[src/rtl/comm_chan_bank.sv]
// ============================================================================
// Module   : comm_chan_bank
// Purpose  : EPP channel back-end: 8-bit register bank plus rx/tx streaming FIFOs.
//            Optional read-only status channel at FIFO_CHAN+1 via COMM_STATUS_CHAN_EN.
// Revision : 1.0 - initial release
// ============================================================================
`default_nettype none

module comm_chan_bank #(
    parameter int          NUM_REGS   = 4,
    parameter logic [6:0]  FIFO_CHAN  = 7'h10,
    parameter int          DEPTH_LOG2 = 4
) (
    input  logic                    clk_in,
    input  logic                    reset_in,
    input  logic [6:0]              chanAddr_in,
    input  logic [7:0]              h2fData_in,
    input  logic                    h2fValid_in,
    output logic                    h2fReady_out,
    output logic [7:0]              f2hData_out,
    output logic                    f2hValid_out,
    input  logic                    f2hReady_in,
    output logic [8*NUM_REGS-1:0]   regs_out,
    output logic [7:0]              rxData_out,
    output logic                    rxValid_out,
    input  logic                    rxReady_in,
    input  logic [7:0]              txData_in,
    input  logic                    txValid_in,
    output logic                    txReady_out,
    output logic [DEPTH_LOG2:0]     rxCount_out,
    output logic [DEPTH_LOG2:0]     txCount_out
);

    localparam int                 c_DEPTH    = 1 << DEPTH_LOG2;
    localparam logic [DEPTH_LOG2:0] c_FULL    = (DEPTH_LOG2 + 1)'(c_DEPTH);
    localparam logic [6:0]         c_NUM_REGS = 7'(NUM_REGS);
    localparam int                 c_RX       = 0;
    localparam int                 c_TX       = 1;
`ifdef COMM_STATUS_CHAN_EN
    localparam logic [6:0]         c_STATUS_CHAN = FIFO_CHAN + 7'd1;
`endif

    logic [8*NUM_REGS-1:0]          r_regs;
    logic                           w_is_reg;
    logic                           w_is_fifo;
    logic                           w_h2f_xfer;
    logic [7:0]                     w_f2h_data;
    logic [1:0]                     w_fifo_push;
    logic [1:0]                     w_fifo_pop;
    logic [1:0]                     w_fifo_full;
    logic [1:0]                     w_fifo_empty;
    logic [1:0][7:0]                w_fifo_din;
    logic [1:0][7:0]                w_fifo_head;
    logic [1:0][DEPTH_LOG2:0]       w_fifo_count;

    assign w_is_reg  = (chanAddr_in < c_NUM_REGS);
    assign w_is_fifo = (chanAddr_in == FIFO_CHAN);

    // Handshake flags depend only on address and FIFO state, never on the partner's valid/ready.
    assign h2fReady_out = reset_in & (w_is_fifo ? ~w_fifo_full[c_RX] : 1'b1);
    assign f2hValid_out = reset_in & (w_is_fifo ? ~w_fifo_empty[c_TX] : 1'b1);
    assign rxValid_out  = reset_in & ~w_fifo_empty[c_RX];
    assign txReady_out  = reset_in & ~w_fifo_full[c_TX];

    assign w_h2f_xfer = h2fValid_in & h2fReady_out;

    assign w_fifo_din[c_RX]  = h2fData_in;
    assign w_fifo_din[c_TX]  = txData_in;
    assign w_fifo_push[c_RX] = w_h2f_xfer & w_is_fifo;
    assign w_fifo_push[c_TX] = txValid_in & txReady_out;
    assign w_fifo_pop[c_RX]  = rxReady_in & rxValid_out;
    assign w_fifo_pop[c_TX]  = f2hValid_out & f2hReady_in & w_is_fifo;

    always_comb begin
        w_f2h_data = 8'h00;
        if (w_is_fifo) begin
            w_f2h_data = w_fifo_head[c_TX];
`ifdef COMM_STATUS_CHAN_EN
        end else if (chanAddr_in == c_STATUS_CHAN) begin
            w_f2h_data = {w_fifo_full[c_RX], w_fifo_empty[c_RX],
                          w_fifo_full[c_TX], w_fifo_empty[c_TX], 4'b0000};
`endif
        end else if (w_is_reg) begin
            for (int k = 0; k < NUM_REGS; k++) begin
                if (chanAddr_in == 7'(k)) begin
                    w_f2h_data = r_regs[8*k +: 8];
                end
            end
        end
    end

    assign f2hData_out = w_f2h_data;

    always_ff @(posedge clk_in) begin
        if (!reset_in) begin
            r_regs <= '0;
        end else if (w_h2f_xfer && w_is_reg) begin
            for (int k = 0; k < NUM_REGS; k++) begin
                if (chanAddr_in == 7'(k)) begin
                    r_regs[8*k +: 8] <= h2fData_in;
                end
            end
        end
    end

    assign regs_out = r_regs;

    // Index 0 is rx (host -> app), index 1 is tx (app -> host); both first-word-fall-through.
    for (genvar i = 0; i < 2; i++) begin : g_fifo
        logic [7:0]            r_mem [c_DEPTH];
        logic [DEPTH_LOG2:0]   r_wr;
        logic [DEPTH_LOG2:0]   r_rd;
        logic [DEPTH_LOG2:0]   r_count;
        logic                  w_push;
        logic                  w_pop;

        assign w_fifo_full[i]  = (r_count == c_FULL);
        assign w_fifo_empty[i] = (r_count == '0);
        assign w_push          = w_fifo_push[i] & ~w_fifo_full[i];
        assign w_pop           = w_fifo_pop[i] & ~w_fifo_empty[i];
        assign w_fifo_head[i]  = r_mem[r_rd[DEPTH_LOG2-1:0]];
        assign w_fifo_count[i] = r_count;

        always_ff @(posedge clk_in) begin
            if (!reset_in) begin
                r_wr    <= '0;
                r_rd    <= '0;
                r_count <= '0;
            end else begin
                if (w_push) begin
                    r_wr <= r_wr + 1'b1;
                end
                if (w_pop) begin
                    r_rd <= r_rd + 1'b1;
                end
                case ({w_push, w_pop})
                    2'b10:   r_count <= r_count + 1'b1;
                    2'b01:   r_count <= r_count - 1'b1;
                    default: r_count <= r_count;
                endcase
            end
        end

        always_ff @(posedge clk_in) begin
            if (reset_in && w_push) begin
                r_mem[r_wr[DEPTH_LOG2-1:0]] <= w_fifo_din[i];
            end
        end
    end

    assign rxData_out  = w_fifo_head[c_RX];
    assign rxCount_out = w_fifo_count[c_RX];
    assign txCount_out = w_fifo_count[c_TX];

endmodule

`default_nettype wire

[config.mk]
export PLATFORM = sky130hd
export DESIGN_NAME = comm_chan_bank
export DESIGN_NICKNAME = d
export VERILOG_FILES = /design/src/rtl/comm_chan_bank.sv
export SDC_FILE = /design/constraint.sdc
export NUM_CORES = 1
export LEC_CHECK = 0
export ABC_AREA = 1
export CAP_MARGIN = 20
export CORE_MARGIN = 2
export CORE_UTILIZATION = 37
export DETAILED_ROUTE_END_ITERATION = 8
export GPL_TIMING_DRIVEN = 0
export PLACE_DENSITY = 0.54
export SLEW_MARGIN = 10
export SYNTH_ARGS = -nofsm -noshare
export SYNTH_HDL_FRONTEND = slang
export SYNTH_SLANG_ARGS = --single-unit
[constraint.sdc]
create_clock -name clk_in -period 5.5 [get_ports clk_in]
set_input_delay 0.825 -clock clk_in [delete_from_list [all_inputs] [get_ports clk_in]]
set_output_delay 0.825 -clock clk_in [all_outputs]
set_load 0.03 [all_outputs]
Yosys cells after proc, flatten, opt, wreduce, memory -nomap -nowiden
Memory sizes are Yosys's and may differ from the RTL's. A register that Yosys moved wholly into a read port is not among the register bits.
Index checks and enable logic that the tools add are counted.
{"block": "totals", "ramBits": 256, "wordCells": 79, "regBits": 62, "out_inout_bits": 62, "in_bits": 29, "mem_count": 2}
{"block": "classes", "eq_ne": 10, "n_mux": 18, "n_reduce_logical": 12, "addsub": 8, "magnitude_cmp": 1, "bitwise": 18}
{"name": "g_fifo[0].r_mem", "words": 16, "word_bits": 8, "read_ports": 1, "rd_clocked_by_memory_dff": 1, "wr": 1, "line": "110", "text": "logic [7:0] r_mem [c_DEPTH];"}
{"name": "g_fifo[1].r_mem", "words": 16, "word_bits": 8, "read_ports": 1, "rd_clocked_by_memory_dff": 1, "wr": 1, "line": "110"}
{"operator": "8-bit two-way mux", "n": 6}
{"operator": "5-bit by 1-bit adder with 5-bit output (second input constant)", "n": 6}
{"operator": "5-bit one-hot mux with 2 select lines", "n": 2}
{"operator": "4-bit two-way mux", "n": 4}
{"operator": "1-bit bitwise AND", "n": 14}
{"operator": "7-bit by 2-bit equality test with 1-bit output (second input constant)", "n": 2}
{"operator": "5-bit equality test (second input constant)", "n": 2}
{"operator": "5-bit zero test", "n": 2}
{"operator": "5-bit by 1-bit subtractor with 5-bit output (second input constant)", "n": 2}
{"operator": "2-bit AND reduction", "n": 4}
{"operator": "7-bit by 1-bit equality test with 1-bit output (second input constant)", "n": 1}
{"operator": "7-bit by 5-bit equality test with 1-bit output (second input constant)", "n": 1}
{"operator": "7-bit zero test", "n": 1}
{"operator": "7-bit by 3-bit less-than comparator with 1-bit output (second input constant)", "n": 1}
{"operator": "1-bit two-way mux", "n": 6}
{"operator": "2-bit by 1-bit equality test with 1-bit output (second input constant)", "n": 2}
{"operator": "2-bit equality test (second input constant)", "n": 2}
{"operator": "1-bit inverter", "n": 4}
{"operator": "2-bit nonzero test", "n": 2}
{"operator": "1-bit logical AND", "n": 3}

Longest topological paths before layout
Gate-level depths: netlist of run 1.
{"block": "depth", "depth_word": 10, "ltp_mapped": 17, "mapped_depth_nobuf": 17}

Least setup slack after synthesis of run 1
No wires, ideal clock.
{"block": "synth_timing", "path_type": "input to register", "startpoint": "input port chanAddr_in[3]", "endpoint": "register g_fifo[1].r_count[4], in the netlist txCount_out[4]", "path_stages": 17, "slack_ns": 2.666, "setup_time_ns": 0.132, "required_ns": 5.368, "arrival_time_ns": 2.701, "path_buffers": 1, "cell_sequence": "nor2_4 -> nand2_1 -> nor2_4 -> buf_4 -> nand4_1 -> inv_1 -> ha_1 -> inv_1 -> fa_1 -> inv_1 -> nand2_1 -> a21oi_1 -> nor2_1 -> nand2_1 -> nand2_1 -> nand2_1 -> a21oi_1"}
{"block": "synth_between", "elab_chain_cells": 8, "word_cells_on_any_way": 10, "cone_classes": "3 x eq/ne; 2 x mux; 4 x bitwise; 1 x reduce/logical"}
{"item": "start: declaration", "line": "16", "text": "input logic [6:0] chanAddr_in,"}
{"item": "7-bit by 5-bit equality test with 1-bit output (*)", "line": "57", "text": "assign w_is_fifo = (chanAddr_in == FIFO_CHAN);"}
{"item": "1-bit two-way mux", "line": "61", "text": "assign f2hValid_out = reset_in & (w_is_fifo ? ~w_fifo_empty[c_TX] : 1'b1);"}
{"item": "1-bit bitwise AND", "line": "61"}
{"item": "1-bit bitwise AND", "line": "72", "text": "assign w_fifo_pop[c_TX] = f2hValid_out & f2hReady_in & w_is_fifo;"}
{"item": "1-bit bitwise AND (*)", "line": "72"}
{"item": "1-bit bitwise AND (*)", "line": "120", "text": "assign w_pop = w_fifo_pop[i] & ~w_fifo_empty[i];"}
{"item": "named net g_fifo[1].w_pop", "line": "115", "text": "logic w_pop;"}
{"item": "2-bit by 1-bit equality test with 1-bit output / 2-bit equality test (equally long branches)", "line": "136", "text": "case ({w_push, w_pop})"}
{"item": "5-bit one-hot mux with 2 select lines / 2-bit nonzero test (equally long branches)"}
{"item": "end signal: assignment", "line": "137", "text": "2'b10: r_count <= r_count + 1'b1;"}
{"item": "end signal: assignment", "line": "138", "text": "2'b01: r_count <= r_count - 1'b1;"}
{"item": "end signal: assignment", "line": "139", "text": "default: r_count <= r_count;"}
{"item": "end: declaration", "line": "113", "text": "logic [DEPTH_LOG2:0] r_count;"}
The timed path passes the listed nets; every way through them passes the cells marked *.
A chain may end at the register's enable or synchronous reset.

Final worst setup path of run 1
{"block": "layout_timing", "startpoint": "input port chanAddr_in[0]", "endpoint": "output port f2hData_out[3]"}
{"block": "layout_between", "elab_chain_cells": 7, "word_cells_on_any_way": 12, "cone_classes": "1 x order compare; 4 x eq/ne; 6 x mux; 1 x reduce/logical"}
{"item": "7-bit zero test", "line": "85", "text": "if (chanAddr_in == 7'(k)) begin"}
{"item": "8-bit two-way mux (4 in series)", "line": "85"}
{"item": "8-bit two-way mux", "line": "83", "text": "end else if (w_is_reg) begin"}
{"item": "8-bit two-way mux (*)", "line": "76", "text": "if (w_is_fifo) begin"}
{"item": "end: declaration", "line": "20", "text": "output logic [7:0] f2hData_out,"}
Every way passes the cells marked *; elsewhere a longest branch is shown, timed or not.

==> run metrics, run 1 <==
number of DRC markers in iteration 0=627; critical path endpoint category=primary output; GR Overflow Total=0; largest net degree at the start of global routing=21; synthesized area per cell=9.80 sq um; Hold-fix buffers, CTS=0; Max Clk Rate=243 MHz; clk root buf=clkbuf_16; Post-CTS Setup Repair Bufs=0; Worst Hold Class=register to register; area of the multi-input gates=4270 sq um; outcome=finished clean; commonest non-fill, non-tap cell in the layout=nand2_1; layout cell share with drive strength beyond 1=0.0634; Clock Sinks=322; worst-path maximum fanout=10; Worst path top cell family by delay=buffers and inverters; Leakage=6.64 nW; vias in the first global route=10,100; Clock Latency Late Sink=0.56 ns; Slew Viols, Final=0; Synth Warn #=0; Post-synth ARST share=0; # diodes=0; DRC violations left=0; Post-synth EDFFs=256; CP max stage cell=clkdlybuf4s50_1; WL/cell=18.6 um; crit-path cells=clkdlybuf4s50_1, inv_1, clkbuf_1, a21oi_1, o21ai_0, nand2_1, clkdlybuf4s50_1; area delta synth->final=19.3%; global-route wire length before repair=59.8 mm; final period utilization=0.747; worst vdd ir=0.272 mV; top_reg_cell synth=edfxtp_1; Worst setup SP type=primary input; Post-DP Area=15,800 sq um; max cap viols=0; fin crit period=4.11 ns; Worst-Margin Slew=1.08 ns; RSZ-0062 raised after global routing=no; Reg clk slew, reported paths=0.06 ns; power per cell area=315 nW/um^2; IO Port Bufs=90; fin util=0.450; Final Setup Violations=0; crit path DAT=3.28 ns; gr usage total=0.197; Synth Instances=1,453; Yosys reg bits=322; synthesized area=14,200 sq um; RD Place Congestion=0.918; routed via count=10,300; DP HPWL=27.0 mm; Post-CTS Resized=0; post-route setup TNS=0 ns; CTS tree=built; Routed WL=39.5 mm; Vias/cell=4.87; ANT nets after route=0; DR pass1 iterations=5; worst hold slack=0.513 ns; Num CTS Buffers=37; chip width=200 um; most frequent CP cell=clkdlybuf4s50_1; register area=9010 sq um; IO Count=91; max incr delay on CP=0.62 ns; H-tree depth=2; max_slew headroom=0.275; Filler Cells Inserted=3,605; CORE AREA=37,800 sq um; Die Footprint=40,100 sq um; Row Count=71; Initial Util=0.377; worst reg2reg setup slack=2.91 ns; Distinct cells, synth=33; sequential area share after synthesis=0.633; Crit Path Category=primary input to primary output; post-route cell area=17,000 sq um; Max clock buf depth=3; Fin. Hold Viols=0; WP data required=4.68 ns; Die Ht=200 um; initial antenna violation count=0; syn_nets=1,502; Nets=1,633; commonest cells after routing, fill and taps aside=nand2_1, edfxtp_1, inv_1; WP buf/inv=4; Pwr Total=0.00535 W; Post-Route Skew=0.0208 ns
worst paths after layout:
kind / start / end / cells past startpoint
setup / recovery: chanAddr_in[0] / f2hData_out[3] / 7
hold reg to reg: g_fifo[0].r_wr[3] / g_fifo[0].r_wr[3] / 2
setup reg to reg: rxCount_out[0] / rxCount_out[4] / 17
hold / removal: g_fifo[0].r_wr[3] / g_fifo[0].r_wr[3] / 2
metrics by stage:
step,std cells,worst slack (ns)
detailed placement,2054,1.32
finish,2121,1.39
global route,2121,1.21
CTS,2119,1.32
global placement,2054,1.32
floorplan,1453,2.67
layout make-up:
class,count,area share
Sequential cell,322,0.531
Multi-Input combinational cell,891,0.251
Clock buffer,50,0.0586
Timing Repair Buffer,92,0.0546
Inverter,179,0.0396
Tap cell,511,0.0377
Buffer,61,0.0167
Clock inverter,15,0.0107
tightest hold or removal path, cell delays in order, from the launching register on:
cell	delay, ns
dfxtp_1	0.34
nand2_1	0.08
a21oi_1	0.05
cell usage after synthesis (5+ instances only):
master	count	share of area
nand4_1	12	0.0053
clkbuf_1	32	0.0084
ha_1	18	0.016
dfxtp_1	66	0.093
nand2_1	387	0.10
inv_1	175	0.046
buf_2	17	0.0060
a21oi_1	58	0.020
buf_1	6	0.0016
o211ai_1	37	0.020
edfxtp_1	256	0.54
nor2_1	156	0.041
nand3_1	110	0.039
xor2_1	6	0.0037
nand2_2	5	0.0022
o21ai_0	69	0.024
nor2_4	7	0.0055
flip-flops by register name, summed over array words and instances (netlist names), named ones only:
name          flops
txCount_out       5
regs_out         32
g_fifo.r_mem    256
g_fifo.r_wr       8
rxCount_out       5
g_fifo.r_rd       8
power by group:
part | internal [W] | leakage [nW] | switching (W)
logic | 0.0000884 | 3.23 | 0.000201
clock network | 0.00142 | 0.567 | 0.000993
registers | 0.00264 | 2.84 | 0.0000102
total | 0.00415 | 6.64 | 0.00120
layer usage:
metal  global-route usage  wire (um)  up-vias
met5                    0          0        -
met3               0.0296       2310       70
met2                0.327      18600      320
li1                     -          -     5070
met1                0.263      17500     4875
met4               0.0677       1050        0
cell families (layout without fill, tap and decap cells):
group,Yosys count,in the layout,share of synthesized area
buffers and inverters,240,397,0.0672
XOR/XNOR,9,9,0.00554
AND/OR/NAND/NOR,692,692,0.209
AO/OA/AOI/OAI,170,170,0.0672
adder cells (fa/ha/maj),20,20,0.0186
flip-flops,322,322,0.633
Note: power is estimated with default switching activity, not from simulation.
==> run 2, diff against run 1 <==
==> constraint.sdc (replaced) <==
create_clock -name clk_in -period 4 [get_ports clk_in]
set_input_delay 0.6 -clock clk_in [delete_from_list [all_inputs] [get_ports clk_in]]
set_output_delay 0.6 -clock clk_in [all_outputs]
set_load 0.03 [all_outputs]
==> results of run 2 <==
The final DEF is identical to that of run 1. Status: finished clean.
Among the figures that moved: setup slack after placement 1.32 ns -> 0.173 ns; setup slack after layout 1.39 ns -> 0.339 ns; end point of the critical path f2hData_out[3] -> f2hData_out[6]; register-to-register setup slack 2.91 ns -> 1.41 ns; total power 0.00535 W -> 0.00736 W; worst IR drop on VDD 0.272 mV -> 0.375 mV
==> run 3, diff against run 2 <==
--- a/config.mk
+++ b/config.mk
@@ -7,7 +7,7 @@
 export LEC_CHECK = 0
 export ABC_AREA = 1
 export CAP_MARGIN = 20
-export CORE_MARGIN = 2
+export CORE_MARGIN = 3
 export CORE_UTILIZATION = 37
 export DETAILED_ROUTE_END_ITERATION = 8
 export GPL_TIMING_DRIVEN = 0
==> run 3 against run 2 <==
Final cell count grew 0.14%. Utilization up 0.27 points. First-iteration DRC count rose by 35%. Non-clock buffer count unchanged. Critical endpoint unchanged. Largest cell class unchanged. Largest power group unchanged.
==> run metrics, run 3 (synthesized netlist as in run 1, its figures left out) <==
# diodes=0 (unchanged); gr usage total=0.195 (-0.00192); commonest cells after routing, fill and taps aside=nand2_1, edfxtp_1, inv_1; chip width=202 um (+1.0%); Clock Sinks=322 (unchanged); crit path DAT=3.14 ns; area of the multi-input gates=4270 sq um (unchanged); DR pass1 iterations=5 (unchanged); layout cell share with drive strength beyond 1=0.0676 (+0.00422); Filler Cells Inserted=3,593 (-0.33%); ANT nets after route=0 (unchanged); Worst Hold Class=register to register; max cap viols=0 (unchanged); final worst slack=0.262 ns; Post-Route Skew=0.0148 ns (-0.00597 ns); CORE AREA=37,800 sq um (unchanged); DRC violations left=0 (unchanged); H-tree depth=2 (unchanged); initial antenna violation count=0 (unchanged); IO Count=91 (unchanged); Post-CTS Setup Repair Bufs=0 (unchanged); Reg clk slew, reported paths=0.06 ns (about the same); Leakage=6.69 nW (+0.79%); Non-Filler Instances=2,124 (+0.14%); Hold-fix buffers, CTS=0 (unchanged); Clock Latency Late Sink=0.56 ns (about the same); Worst-Margin Slew=1.13 ns (+0.0443 ns); commonest non-fill, non-tap cell in the layout=nand2_1; largest net degree at the start of global routing=21 (unchanged); power per cell area=444 nW/um^2; Post-CTS Resized=0 (unchanged); Routed WL=40.1 mm (+1.7%); RD Place Congestion=0.891 (-3.0%); RSZ-0062 raised after global routing=no; DP HPWL=27.2 mm (+0.75%); worst-path maximum fanout=10 (unchanged); Pwr Total=0.00758 W; Max clock buf depth=3 (unchanged); Nets=1,633 (unchanged); Initial Util=0.377 (unchanged); Final Setup Violations=0 (unchanged); Crit Path Category=register to primary output; Die Footprint=40,900 sq um (+2.0%); Slew Viols, Final=0 (unchanged); Row Count=71 (unchanged); fin crit period=3.74 ns; Max Clk Rate=267 MHz; Setup WS pre-CTS=0.129 ns; global-route wire length before repair=60.5 mm (+1.2%); register area=9010 sq um (unchanged); WL/cell=18.9 um (+1.6%); max_slew headroom=0.245 (-0.0296); area delta synth->final=20.0%; routed via count=10,400 (+0.77%); CTS tree=built; outcome=finished clean; WP data required=3.40 ns; GR Overflow Total=0 (unchanged); number of DRC markers in iteration 0=849 (+35%); worst vdd ir=0.363 mV; Num CTS Buffers=37 (unchanged); Post-Place Cells=2,054 (unchanged); critical path endpoint category=primary output; post-route setup TNS=0 ns (unchanged); Worst setup SP type=register; final period utilization=0.935; Largest register FFs=256 (unchanged); Fin. Hold Viols=0 (unchanged); Die Ht=202 um (+1.0%); Vias/cell=4.90 (+0.63%); IO Port Bufs=90 (unchanged); vias in the first global route=9,988 (-1.5%); worst reg2reg setup slack=1.43 ns; clk root buf=clkbuf_16
[run 3: changes by cell type in the layout (fill, tap and decap cells not counted), moves of 2 or more]
cell / delta
bufinv_16: +2
clkinv_2: +3
clkinv_1: +2
clkbuf_1: -6
[run 3: routing by layer]
metal | track usage | vias up | part of all wire
li1 | - | 5081 | -
met5 | 0 | - | 0
met2 | 0.311 | 319 | 0.46
met1 | 0.271 | 4943 | 0.45
met3 | 0.0304 | 72 | 0.060
met4 | 0.0695 | 0 | 0.030
[run 3: per-stage QoR]
step / util / hold slack, ns / instance area [sq um]
after CTS: 0.452 / 0.506 / 17000
after global placement: 0.418 / 0.490 / 15800
final: 0.452 / 0.504 / 17100
after global routing: 0.452 / 0.524 / 17100
after detailed placement: 0.418 / 0.493 / 15800
after floorplan: - / 0.465 / 14200
[run 3: layout make-up]
type	count	share of cell area
clock buffers	45	0.0584
clock inverters	23	0.0161
inverters	179	0.0393
flip-flops and latches	322	0.528
plain buffers	61	0.0166
well taps	511	0.0374
repair buffers	92	0.0545
multi-input cells	891	0.250
[run 3: path summary, 6_finish.rpt]
path / endpoint / cells past startpoint / start
max: f2hData_out[6] / 11 / register
min: regs_out[28] / 2 / regs_out[28]
max reg2reg: rxCount_out[4] / 17 / rxCount_out[0]
min reg2reg: regs_out[28] / 2 / regs_out[28]
[run 3: power breakdown]
group | internal, W | switching [W] | total (W)
combinational | 0.000122 | 0.000277 | 0.000400
sequential | 0.00363 | 0.0000145 | 0.00364
clock | 0.00212 | 0.00141 | 0.00353
total | 0.00587 | 0.00170 | 0.00758
[run 3: critical path: stages (launching register included)]
cell and delay, ns:
dfxtp_1 0.32, inv_2 0.17, clkbuf_1 0.60, nand2_1 0.10
nand2_1 0.11, nand2_1 0.05, nand3_1 0.15, nand2_1 0.09
nand2_1 0.06, nand3_1 0.09, nand2_1 0.15, clkdlybuf4s50_1 0.69
